**config.mk**
```make
export PLATFORM = sky130hd
export DESIGN_NAME = riscv_hazard_ctrl_flat
export DESIGN_NICKNAME = d
export VERILOG_FILES = /design/src/rtl/riscv_hazard_ctrl_pkg.sv /design/src/rtl/riscv_hazard_ctrl_if.sv /design/src/rtl/riscv_hazard_ctrl_stage_reg.sv /design/src/rtl/riscv_hazard_ctrl.sv /design/src/flat_wrapper.sv
export SDC_FILE = /design/constraint.sdc
export NUM_CORES = 1
export LEC_CHECK = 0
export ABC_AREA = 1
export CAP_MARGIN = 15
export CORE_MARGIN = 10
export CORE_UTILIZATION = 40
export CTS_CLUSTER_SIZE = 10
export DETAILED_ROUTE_END_ITERATION = 8
export SYNTH_ARGS = -nofsm -noshare
export SYNTH_HDL_FRONTEND = slang
export SYNTH_SLANG_ARGS = --single-unit
```
**constraint.sdc**
```tcl
create_clock -name i_clk -period 2.8 [get_ports i_clk]
set_input_delay 0.28 -clock i_clk [delete_from_list [all_inputs] [get_ports i_clk]]
set_output_delay 0.28 -clock i_clk [all_outputs]
set_load 0.01 [all_outputs]
```
**src/rtl/riscv_hazard_ctrl_pkg.sv**
```systemverilog
// ============================================================================
// Module   : riscv_hazard_ctrl_pkg
// Purpose  : Shared encodings and shadow-stage record types for the hazard
//            controller of the 5-stage RV32I pipeline.
// Revision : 1.0 - initial release
// ============================================================================
`default_nettype none

package riscv_hazard_ctrl_pkg;

    localparam logic [1:0] FWD_RD          = 2'd0;
    localparam logic [1:0] FWD_W           = 2'd1;
    localparam logic [1:0] FWD_M           = 2'd2;
    localparam logic [1:0] RESULT_SRC_LOAD = 2'b01;

    typedef logic [4:0] reg_addr_t;

    // Register-use metadata of the instruction sitting in E.
    typedef struct packed {
        reg_addr_t rs1;
        reg_addr_t rs2;
        reg_addr_t rd;
        logic      reg_write;
        logic      is_load;
        logic      is_mem;
    } shadow_e_t;

    // Metadata still needed once the instruction has left E.
    typedef struct packed {
        reg_addr_t rd;
        logic      reg_write;
        logic      is_load;
        logic      is_mem;
    } shadow_mw_t;

endpackage

`default_nettype wire

```
**src/rtl/riscv_hazard_ctrl_if.sv**
```systemverilog
// ============================================================================
// Module   : riscv_hazard_ctrl_if
// Purpose  : Bundle between the pipeline datapath (master) and the hazard
//            controller (slave).
// Revision : 1.0 - initial release
// ============================================================================
`default_nettype none

interface riscv_hazard_ctrl_if #(
    parameter int CNT_W = 32
);
    logic [4:0]       i_rs1_d;
    logic [4:0]       i_rs2_d;
    logic [4:0]       i_rd_d;
    logic             i_reg_write_d;
    logic [1:0]       i_result_src_d;
    logic             i_mem_write_d;
    logic             i_pc_src_e;
    logic             i_dmem_ready;
    logic [1:0]       o_forward_a_e;
    logic [1:0]       o_forward_b_e;
    logic             o_stall_f;
    logic             o_stall_d;
    logic             o_stall_e;
    logic             o_stall_m;
    logic             o_stall_w;
    logic             o_flush_d;
    logic             o_flush_e;
    logic [CNT_W-1:0] o_stall_cnt;
    logic [CNT_W-1:0] o_flush_cnt;

    modport master (
        output i_rs1_d, i_rs2_d, i_rd_d, i_reg_write_d, i_result_src_d,
               i_mem_write_d, i_pc_src_e, i_dmem_ready,
        input  o_forward_a_e, o_forward_b_e,
               o_stall_f, o_stall_d, o_stall_e, o_stall_m, o_stall_w,
               o_flush_d, o_flush_e, o_stall_cnt, o_flush_cnt
    );

    modport slave (
        input  i_rs1_d, i_rs2_d, i_rd_d, i_reg_write_d, i_result_src_d,
               i_mem_write_d, i_pc_src_e, i_dmem_ready,
        output o_forward_a_e, o_forward_b_e,
               o_stall_f, o_stall_d, o_stall_e, o_stall_m, o_stall_w,
               o_flush_d, o_flush_e, o_stall_cnt, o_flush_cnt
    );

endinterface

`default_nettype wire

```
**src/rtl/riscv_hazard_ctrl_stage_reg.sv**
```systemverilog
// ============================================================================
// Module   : riscv_hazard_stage_reg
// Purpose  : Enable/clear register used for the E, M and W shadow stages.
// Revision : 1.0 - initial release
// ============================================================================
`default_nettype none

module riscv_hazard_stage_reg #(
    parameter int WIDTH = 8
) (
    input  wire logic             i_clk,
    input  wire logic             i_rstn,
    input  wire logic             i_en,
    input  wire logic             i_clr,
    input  wire logic [WIDTH-1:0] i_d,
    output logic      [WIDTH-1:0] o_q
);

    logic [WIDTH-1:0] data_q;

    // Clear wins over enable so a flushed slot always becomes a bubble.
    always_ff @(posedge i_clk or negedge i_rstn) begin
        if (!i_rstn) begin
            data_q <= '0;
        end else if (i_clr) begin
            data_q <= '0;
        end else if (i_en) begin
            data_q <= i_d;
        end
    end

    assign o_q = data_q;

endmodule

`default_nettype wire

```
**src/rtl/riscv_hazard_ctrl.sv**
```systemverilog
// ============================================================================
// Module   : riscv_hazard_ctrl
// Purpose  : Forwarding, stall/flush control and perf counters for the
//            5-stage RV32I pipeline, tracked through shadow E/M/W stages.
// Revision : 1.0 - initial release
// ============================================================================
`default_nettype none

module riscv_hazard_ctrl
    import riscv_hazard_ctrl_pkg::*;
#(
    parameter int CNT_W = 32
) (
    input  wire logic          i_clk,
    input  wire logic          i_rstn,
    riscv_hazard_ctrl_if.slave bus
);

    localparam logic [CNT_W-1:0] CNT_ONE = {{(CNT_W-1){1'b0}}, 1'b1};

    shadow_e_t  w_shd_e_d;
    shadow_e_t  shd_e_q;
    shadow_mw_t w_shd_m_d;
    shadow_mw_t shd_m_q;
    shadow_mw_t shd_w_q;

    logic w_mem_stall;
    logic w_lw_stall;
    logic w_stall_f, w_stall_d, w_stall_e, w_stall_m, w_stall_w;
    logic w_flush_d, w_flush_e;
    logic w_any_stall, w_any_flush;

    logic [CNT_W-1:0] stall_cnt_q, stall_cnt_d;
    logic [CNT_W-1:0] flush_cnt_q, flush_cnt_d;

    logic w_unused;

    function automatic logic [1:0] fwd_sel(
        input reg_addr_t rs,
        input reg_addr_t rd_m,
        input logic      rw_m,
        input reg_addr_t rd_w,
        input logic      rw_w
    );
        if (rw_m && (rd_m != 5'd0) && (rd_m == rs)) begin
            return FWD_M;
        end else if (rw_w && (rd_w != 5'd0) && (rd_w == rs)) begin
            return FWD_W;
        end else begin
            return FWD_RD;
        end
    endfunction

    always_comb begin
        w_shd_e_d           = '0;
        w_shd_e_d.rs1       = bus.i_rs1_d;
        w_shd_e_d.rs2       = bus.i_rs2_d;
        w_shd_e_d.rd        = bus.i_rd_d;
        w_shd_e_d.reg_write = bus.i_reg_write_d;
        w_shd_e_d.is_load   = (bus.i_result_src_d == RESULT_SRC_LOAD);
        w_shd_e_d.is_mem    = (bus.i_result_src_d == RESULT_SRC_LOAD) | bus.i_mem_write_d;
    end

    always_comb begin
        w_shd_m_d           = '0;
        w_shd_m_d.rd        = shd_e_q.rd;
        w_shd_m_d.reg_write = shd_e_q.reg_write;
        w_shd_m_d.is_load   = shd_e_q.is_load;
        w_shd_m_d.is_mem    = shd_e_q.is_mem;
    end

    riscv_hazard_stage_reg #(.WIDTH($bits(shadow_e_t))) u_stage_e (
        .i_clk  (i_clk),
        .i_rstn (i_rstn),
        .i_en   (!w_stall_e),
        .i_clr  (w_flush_e),
        .i_d    (w_shd_e_d),
        .o_q    (shd_e_q)
    );

    riscv_hazard_stage_reg #(.WIDTH($bits(shadow_mw_t))) u_stage_m (
        .i_clk  (i_clk),
        .i_rstn (i_rstn),
        .i_en   (!w_stall_m),
        .i_clr  (1'b0),
        .i_d    (w_shd_m_d),
        .o_q    (shd_m_q)
    );

    riscv_hazard_stage_reg #(.WIDTH($bits(shadow_mw_t))) u_stage_w (
        .i_clk  (i_clk),
        .i_rstn (i_rstn),
        .i_en   (!w_stall_w),
        .i_clr  (1'b0),
        .i_d    (shd_m_q),
        .o_q    (shd_w_q)
    );

    // W only needs rd/reg_write; the remaining fields ride along for debug.
    assign w_unused = ^{shd_w_q.is_load, shd_w_q.is_mem};

    assign w_mem_stall = shd_m_q.is_mem & !bus.i_dmem_ready;
    assign w_lw_stall  = shd_e_q.is_load & shd_e_q.reg_write & (shd_e_q.rd != 5'd0) &
                         ((shd_e_q.rd == bus.i_rs1_d) | (shd_e_q.rd == bus.i_rs2_d));

    // A frozen memory access outranks a taken branch: the branch waits in E.
    always_comb begin
        w_stall_f = 1'b0;
        w_stall_d = 1'b0;
        w_stall_e = 1'b0;
        w_stall_m = 1'b0;
        w_stall_w = 1'b0;
        w_flush_d = 1'b0;
        w_flush_e = 1'b0;
        if (w_mem_stall) begin
            w_stall_f = 1'b1;
            w_stall_d = 1'b1;
            w_stall_e = 1'b1;
            w_stall_m = 1'b1;
            w_stall_w = 1'b1;
        end else if (bus.i_pc_src_e) begin
            w_flush_d = 1'b1;
            w_flush_e = 1'b1;
        end else if (w_lw_stall) begin
            w_stall_f = 1'b1;
            w_stall_d = 1'b1;
            w_flush_e = 1'b1;
        end
    end

    assign w_any_stall = w_stall_f | w_stall_d | w_stall_e | w_stall_m | w_stall_w;
    assign w_any_flush = w_flush_d | w_flush_e;

    always_comb begin
        stall_cnt_d = stall_cnt_q;
        flush_cnt_d = flush_cnt_q;
        if (w_any_stall && (stall_cnt_q != '1)) begin
            stall_cnt_d = stall_cnt_q + CNT_ONE;
        end
        if (w_any_flush && (flush_cnt_q != '1)) begin
            flush_cnt_d = flush_cnt_q + CNT_ONE;
        end
    end

    always_ff @(posedge i_clk or negedge i_rstn) begin
        if (!i_rstn) begin
            stall_cnt_q <= '0;
            flush_cnt_q <= '0;
        end else begin
            stall_cnt_q <= stall_cnt_d;
            flush_cnt_q <= flush_cnt_d;
        end
    end

    assign bus.o_forward_a_e = fwd_sel(shd_e_q.rs1, shd_m_q.rd, shd_m_q.reg_write,
                                       shd_w_q.rd, shd_w_q.reg_write);
    assign bus.o_forward_b_e = fwd_sel(shd_e_q.rs2, shd_m_q.rd, shd_m_q.reg_write,
                                       shd_w_q.rd, shd_w_q.reg_write);
    assign bus.o_stall_f     = w_stall_f;
    assign bus.o_stall_d     = w_stall_d;
    assign bus.o_stall_e     = w_stall_e;
    assign bus.o_stall_m     = w_stall_m;
    assign bus.o_stall_w     = w_stall_w;
    assign bus.o_flush_d     = w_flush_d;
    assign bus.o_flush_e     = w_flush_e;
    assign bus.o_stall_cnt   = stall_cnt_q;
    assign bus.o_flush_cnt   = flush_cnt_q;

endmodule

`default_nettype wire

```
**src/flat_wrapper.sv**
```systemverilog
// flat-port wrapper written by rule: the top's interface ports become plain ports
module riscv_hazard_ctrl_flat import riscv_hazard_ctrl_pkg::*;
#(
    parameter int CNT_W = 32
)
  (i_clk, i_rstn, bus_i_rs1_d, bus_i_rs2_d, bus_i_rd_d, bus_i_reg_write_d, bus_i_result_src_d, bus_i_mem_write_d, bus_i_pc_src_e, bus_i_dmem_ready, bus_o_forward_a_e, bus_o_forward_b_e, bus_o_stall_f, bus_o_stall_d, bus_o_stall_e, bus_o_stall_m, bus_o_stall_w, bus_o_flush_d, bus_o_flush_e, bus_o_stall_cnt, bus_o_flush_cnt);
  riscv_hazard_ctrl_if #(.CNT_W(CNT_W)) bus_i ();
  input  wire logic i_clk;
  input  wire logic i_rstn;
  input wire logic [$bits(bus_i.i_rs1_d)-1:0] bus_i_rs1_d;
  input wire logic [$bits(bus_i.i_rs2_d)-1:0] bus_i_rs2_d;
  input wire logic [$bits(bus_i.i_rd_d)-1:0] bus_i_rd_d;
  input wire logic [$bits(bus_i.i_reg_write_d)-1:0] bus_i_reg_write_d;
  input wire logic [$bits(bus_i.i_result_src_d)-1:0] bus_i_result_src_d;
  input wire logic [$bits(bus_i.i_mem_write_d)-1:0] bus_i_mem_write_d;
  input wire logic [$bits(bus_i.i_pc_src_e)-1:0] bus_i_pc_src_e;
  input wire logic [$bits(bus_i.i_dmem_ready)-1:0] bus_i_dmem_ready;
  output wire logic [$bits(bus_i.o_forward_a_e)-1:0] bus_o_forward_a_e;
  output wire logic [$bits(bus_i.o_forward_b_e)-1:0] bus_o_forward_b_e;
  output wire logic [$bits(bus_i.o_stall_f)-1:0] bus_o_stall_f;
  output wire logic [$bits(bus_i.o_stall_d)-1:0] bus_o_stall_d;
  output wire logic [$bits(bus_i.o_stall_e)-1:0] bus_o_stall_e;
  output wire logic [$bits(bus_i.o_stall_m)-1:0] bus_o_stall_m;
  output wire logic [$bits(bus_i.o_stall_w)-1:0] bus_o_stall_w;
  output wire logic [$bits(bus_i.o_flush_d)-1:0] bus_o_flush_d;
  output wire logic [$bits(bus_i.o_flush_e)-1:0] bus_o_flush_e;
  output wire logic [$bits(bus_i.o_stall_cnt)-1:0] bus_o_stall_cnt;
  output wire logic [$bits(bus_i.o_flush_cnt)-1:0] bus_o_flush_cnt;
  assign bus_i.i_rs1_d = bus_i_rs1_d;
  assign bus_i.i_rs2_d = bus_i_rs2_d;
  assign bus_i.i_rd_d = bus_i_rd_d;
  assign bus_i.i_reg_write_d = bus_i_reg_write_d;
  assign bus_i.i_result_src_d = bus_i_result_src_d;
  assign bus_i.i_mem_write_d = bus_i_mem_write_d;
  assign bus_i.i_pc_src_e = bus_i_pc_src_e;
  assign bus_i.i_dmem_ready = bus_i_dmem_ready;
  assign bus_o_forward_a_e = bus_i.o_forward_a_e;
  assign bus_o_forward_b_e = bus_i.o_forward_b_e;
  assign bus_o_stall_f = bus_i.o_stall_f;
  assign bus_o_stall_d = bus_i.o_stall_d;
  assign bus_o_stall_e = bus_i.o_stall_e;
  assign bus_o_stall_m = bus_i.o_stall_m;
  assign bus_o_stall_w = bus_i.o_stall_w;
  assign bus_o_flush_d = bus_i.o_flush_d;
  assign bus_o_flush_e = bus_i.o_flush_e;
  assign bus_o_stall_cnt = bus_i.o_stall_cnt;
  assign bus_o_flush_cnt = bus_i.o_flush_cnt;
  riscv_hazard_ctrl #(.CNT_W(CNT_W)) u_core (.i_clk(i_clk), .i_rstn(i_rstn), .bus(bus_i));
endmodule
```
# After elaboration in Yosys (flattened, before gate mapping)
# Index checks and enable logic that the tools add are counted.
[totals] register_bits=98 out_inout_bits=75 in_bits=23 wordCells=53
[op_classes] addsub=2 reduce_logical=12 muxes=14 n_eq_ne=10 bitwise=10
[ops] op="$add A32 B1 Y32 const B" count=2
[ops] op="$ne A32 B32 Y1 const B" count=2
[ops] op="$mux W18" count=2
[ops] op="$eq A5 B5 Y1" count=6
[ops] op="$reduce_bool A5 Y1" count=3
[ops] op="$mux W1" count=10
[ops] op="$logic_and A1 B1 Y1" count=8
[ops] op="$or A1 B1 Y1" count=6
[ops] op="$and A1 B1 Y1" count=4
[ops] op="$mux W2" count=2
[ops] op="$eq A2 B1 Y1 const B" count=1
[ops] op="$ne A2 B2 Y1 const B" count=1
[ops] op="$logic_not A1 Y1" count=1

# Depth between registers and ports, before layout
[depth] word_depth=10 depth_mapped=12 ltp_nobuf=11

# Hierarchy
# A second synthesis with hierarchy kept.
[hier_totals] hier_cells=909 hier_area_um2=6291.0
[by_module_without_submodules] module="riscv_hazard_ctrl" area_per_inst_um2=4874.7 seq_area_each_um2=1601.5 n_inst=1 cells_each=761
[by_module_without_submodules] module="riscv_hazard_stage_reg (u_core.u_stage_e)" area_per_inst_um2=745.7 seq_area_each_um2=450.4 n_inst=1 cells_each=78
[by_module_without_submodules] module="riscv_hazard_stage_reg (u_core.u_stage_m ...)" area_per_inst_um2=335.3 seq_area_each_um2=200.2 n_inst=2 cells_each=35

# Worst setup path before layout
# No wires, ideal clock.
[synth_timing] path_kind="reg2reg" from="register u_core.flush_cnt_q[0] (netlist: u_core.bus.o_flush_cnt[0])" to="register u_core.flush_cnt_q[15] (netlist: u_core.bus.o_flush_cnt[15])" required_time_ps=2683 stages_incl_launch_ff=12 setup_time_ps=117 path_slack_ps=1022 n_path_buf=1 t_arrival_ps=1661 period_less_slack_ps=1778 path_cell_list="dfrtp_1 > ha_1 > nand2_1 > inv_2 > nand2_2 > inv_2 > nand2_1 > nor3_2 > nand3_2 > clkbuf_1 > nand3_1 > nand2_1"
[synth_between] elab_chain_cells=2 word_cells_on_any_way=3 classes_between="add/sub (1); eq/ne (1); reduce/logical (1)"
[synth_lines] element="start: declaration" line_no="riscv_hazard_ctrl.sv:34" source="logic [CNT_W-1:0] flush_cnt_q, flush_cnt_d;"
[synth_lines] element="start signal: assignment" line_no="riscv_hazard_ctrl.sv:151" source="flush_cnt_q <= flush_cnt_d;"
[synth_lines] element="branches (longest 2 deep; another with $add A32 B1 Y32)"
# Several ways; the timed one is not identified.
# A chain may end at the register's enable or synchronous reset.

# Final worst setup path
[layout_timing] from="register u_core.u_stage_w.data_q[4] (netlist: u_core.u_stage_w.o_q[4])" to="output bus_o_forward_b_e[0]"
[layout_between] elab_chain_cells=5 word_cells_on_any_way=6 classes_between="eq/ne (1); mux (2); reduce/logical (3)"
[layout_lines] element="start: declaration" line_no="riscv_hazard_ctrl_stage_reg.sv:19" source="logic [WIDTH-1:0] data_q;"
[layout_lines] element="start signal: assignment" line_no="riscv_hazard_ctrl_stage_reg.sv:28" source="data_q <= i_d;"
[layout_lines] element="$reduce_bool A5 Y1" line_no="riscv_hazard_ctrl.sv:47" source="end else if (rw_w && (rd_w != 5'd0) && (rd_w == rs)) begin"
[layout_lines] element="$logic_and A1 B1 Y1" line_no="riscv_hazard_ctrl.sv:47"
[layout_lines] element="$logic_and A1 B1 Y1 *" line_no="riscv_hazard_ctrl.sv:47"
[layout_lines] element="$mux W1 *" line_no="riscv_hazard_ctrl.sv:47"
[layout_lines] element="$mux W2 *" line_no="riscv_hazard_ctrl.sv:45" source="if (rw_m && (rd_m != 5'd0) && (rd_m == rs)) begin"
[layout_lines] element="end: declaration" line_no="flat_wrapper.sv:19" source="output wire logic [$bits(bus_i.o_forward_b_e)-1:0] bus_o_forward_b_e;"
# Every way passes the cells marked *; elsewhere a longest branch is shown, timed or not.

==> results.json <==
{
  "die_area_um2": 20400,
  "cpPeakStageDelay_ns": 0.56,
  "path_cells": "or2_2 -> a21oi_1 -> nand4_1 -> nor3_1 -> clkdlybuf4s50_1",
  "fp.dieH_um": 143,
  "std_cell_rows": 44,
  "via_count": 5850,
  "cp_top_family": "simple AND/OR/NAND/NOR gates",
  "fin_nets": 1003,
  "worst_pin_slew_ns": 0.625,
  "hold_ws_ns": 0.446,
  "num_io_pins": 98,
  "path_clk_slew_ns": 0.07,
  "slowest_stage": "clkdlybuf4s50_1",
  "maxCapViolations": 0,
  "status": "completed",
  "tritoncts": "done",
  "ys_types": 30,
  "route.detailed.drc": 0,
  "fp.coreArea_um2": 14600,
  "synthXorXnorAreaFrac": 0.0725,
  "crit_type": "flop to output pin",
  "drive_gt1_frac": 0.0560,
  "max_freq_mhz": 409,
  "setup_viol": 0,
  "min_period_over_period": 0.873,
  "cts_root_buf": "clkbuf_16",
  "postSynthCellCount": 881,
  "cp_max_fo": 5,
  "crit_required_ns": 2.52,
  "place_congestion": 0.926,
  "dp_slack_ns": 0.375,
  "drt_pass1_iterations": 5,
  "tns_ns": 0,
  "synth_top_family_by_area": "simple AND/OR/NAND/NOR gates",
  "antenna_cells": 0,
  "syn_avg_cell_area_um2": 6.85,
  "synth_fa_ha_area_frac": 0.00415,
  "grt_antenna_before_repair": 0,
  "min_path_type": "primary input to async pin",
  "grtUsageTotal": 0.180,
  "synth-simple-area-share": 0.424,
  "start_kind": "flop",
  "yosys_warnings": 0,
  "critical_path_buf_inv_count": 1,
  "max_slew_margin": 0.582,
  "peakVddDrop_v": 0.000414,
  "min_period_ns": 2.44,
  "cts_buffer_depth": 2,
  "synth_ff_type": "dfrtp_1",
  "p_per_area_nw_per_um2": 527,
  "grt_max_degree": 40,
  "end_kind": "output pin",
  "area_growth_pct": 24.8,
  "io_buffer_count": 97,
  "cp.arrival_ns": 2.16,
  "cts-buffers-inserted": 9,
  "yosysSeqAreaShare": 0.394,
  "syn-num-nets": 906,
  "ant_nets": 0,
  "synth_compound_area_frac": 0.0323,
  "die_x_um": 143,
  "totalWireLength_mm": 17.9,
  "grt.overflow.total": 0,
  "synth_edf_count": 0,
  "start_util": 0.412,
  "synth.area.mux_share": 0,
  "clk_latency_ns": 0.35,
  "netlist_area_um2": 6040,
  "wl_per_cell_um": 15.3,
  "ys_ff_latch": 95,
  "utilization": 0.514,
  "slew_viol_final": 0,
  "leakage_nw": 3.49,
  "htreeDepth": 3,
  "dpl.hpwl_mm": 13.9,
  "rsz0062_at_grt": "no",
  "synthArstFlopShare": 1.00,
  "grt_pass1_vias": 5681,
  "setup_ws_ns": 0.355,
  "cts_sinks": 95,
  "drt-vias-per-instance": 5.01,
  "grt_pass1_wl_mm": 29.8,
  "num-fill-cells": 1480,
  "clock_skew_ns": 0.0104,
  "finalHoldViolCount": 0,
  "first_iter_violations": 353
}
[registers in the layout, indices dropped and copies added (netlist names)]
signal                  flops
u_core.u_stage_w.o_q        6
u_core.bus.o_flush_cnt     32
u_core.u_stage_m.o_q        7
u_core.bus.o_stall_cnt     32
u_core.u_stage_e.o_q       18
[worst register-to-register path, cell delays in order (launching register included)]
cell     delay [ns]
dfrtp_1        0.48
ha_1           0.30
nand2_1        0.14
inv_2          0.08
nand2_2        0.10
inv_2          0.09
nand2_1        0.06
nor3_2         0.14
nand3_2        0.23
nand2_2        0.13
buf_4          0.32
nand2_1        0.10
nand2_1        0.08
[area by class of cell]
type,instances,area (um^2),area share
multi-input cells,684,3220,0.428
flip-flops and latches,95,2380,0.316
clock buffers,10,239,0.0317
clock inverters,6,91.3,0.0121
well taps,184,230,0.0306
repair buffers,113,1090,0.145
inverters,75,282,0.0374
[Yosys cell counts (3+ instances only)]
| cell type | instances | share of area |
|---|---|---|
| buf_4 | 6 | 0.0075 |
| nand4_1 | 17 | 0.018 |
| nand3b_1 | 9 | 0.011 |
| nand2_1 | 359 | 0.22 |
| buf_2 | 10 | 0.0083 |
| o21ai_0 | 19 | 0.016 |
| inv_2 | 6 | 0.0037 |
| clkbuf_1 | 8 | 0.0050 |
| xnor2_1 | 19 | 0.028 |
| nand2_2 | 4 | 0.0041 |
| dfrtp_1 | 95 | 0.39 |
| inv_1 | 69 | 0.043 |
| xor2_1 | 31 | 0.045 |
| buf_6 | 3 | 0.0056 |
| nor3_1 | 27 | 0.022 |
| nor2_1 | 76 | 0.047 |
| nand3_1 | 90 | 0.075 |
| o22ai_1 | 13 | 0.013 |
[through the flow]
| step | area, um^2 | power [W] | std cells |
|---|---|---|---|
| floorplan | 6040 | 0.00222 | 881 |
| global placement | 7190 | 0.00262 | 1150 |
| detailed placement | 7190 | 0.00263 | 1150 |
| CTS | 7530 | 0.00402 | 1167 |
| global route | 7530 | 0.00420 | 1167 |
| finish | 7530 | 0.00397 | 1167 |
[timing repair]
action / 4_1_cts / 5_1_grt
hold buffers: 1 / 0
gates resized for setup: 0 / 0
buffers inserted: 0 / 0
endpoints found under the hold margin: 37 / 0
[where the power goes]
| group | total (W) | internal, W | switching, W |
|---|---|---|---|
| Sequential | 0.00173 | 0.00151 | 0.000217 |
| Clock | 0.00138 | 0.000814 | 0.000562 |
| Combinational | 0.000865 | 0.000394 | 0.000471 |
[cell usage in the layout (no fill, tap or decap), drive strengths merged, types with 3 or more instances in the layout]
cell type / instances
xnor2: 19
buf: 16
xor2: 31
inv: 77
nand3b: 9
dfrtp: 95
clkdlybuf4s50: 96
nand3: 92
nor2: 79
nand4: 18
o22ai: 13
clkbuf: 10
nor4: 3
o21ai: 19
nand2: 363
nor3: 29
[routing by layer]
layer | GRT usage | share of wire | vias up
met5 | 0 | 0 | -
met4 | 0.0521 | 0.016 | 0
met3 | 0.0474 | 0.054 | 24
met2 | 0.294 | 0.47 | 124
met1 | 0.230 | 0.46 | 2712
li1 | - | - | 2990
[cell families (layout without fill, tap and decap cells)]
group / after synthesis / in the layout
AOI/OAI and AO/OA: 35 / 35
DFF: 95 / 95
buffers and inverters: 102 / 204
xor gates and xnor gates: 50 / 50
and+or+nand+nor: 597 / 597
adders and majority gates: 2 / 2
[final timing paths]
check	startpoint	end	slack (ns)	cells past startpoint
setup / recovery	u_core.u_stage_w.o_q[4]	bus_o_forward_b_e[0]	0.36	5
hold / removal	i_rstn	u_core.bus.o_stall_cnt[18]	0.45	2
setup reg to reg	u_core.bus.o_flush_cnt[0]	u_core.bus.o_flush_cnt[10]	0.49	12
hold reg to reg	u_core.u_stage_e.o_q[0]	u_core.u_stage_m.o_q[0]	0.45	2
max in group asynchronous	i_rstn	u_core.bus.o_flush_cnt[28]	1.50	3
min in group i_clk	u_core.u_stage_e.o_q[0]	u_core.u_stage_m.o_q[0]	0.45	2
(Power assumes the default switching activity.)
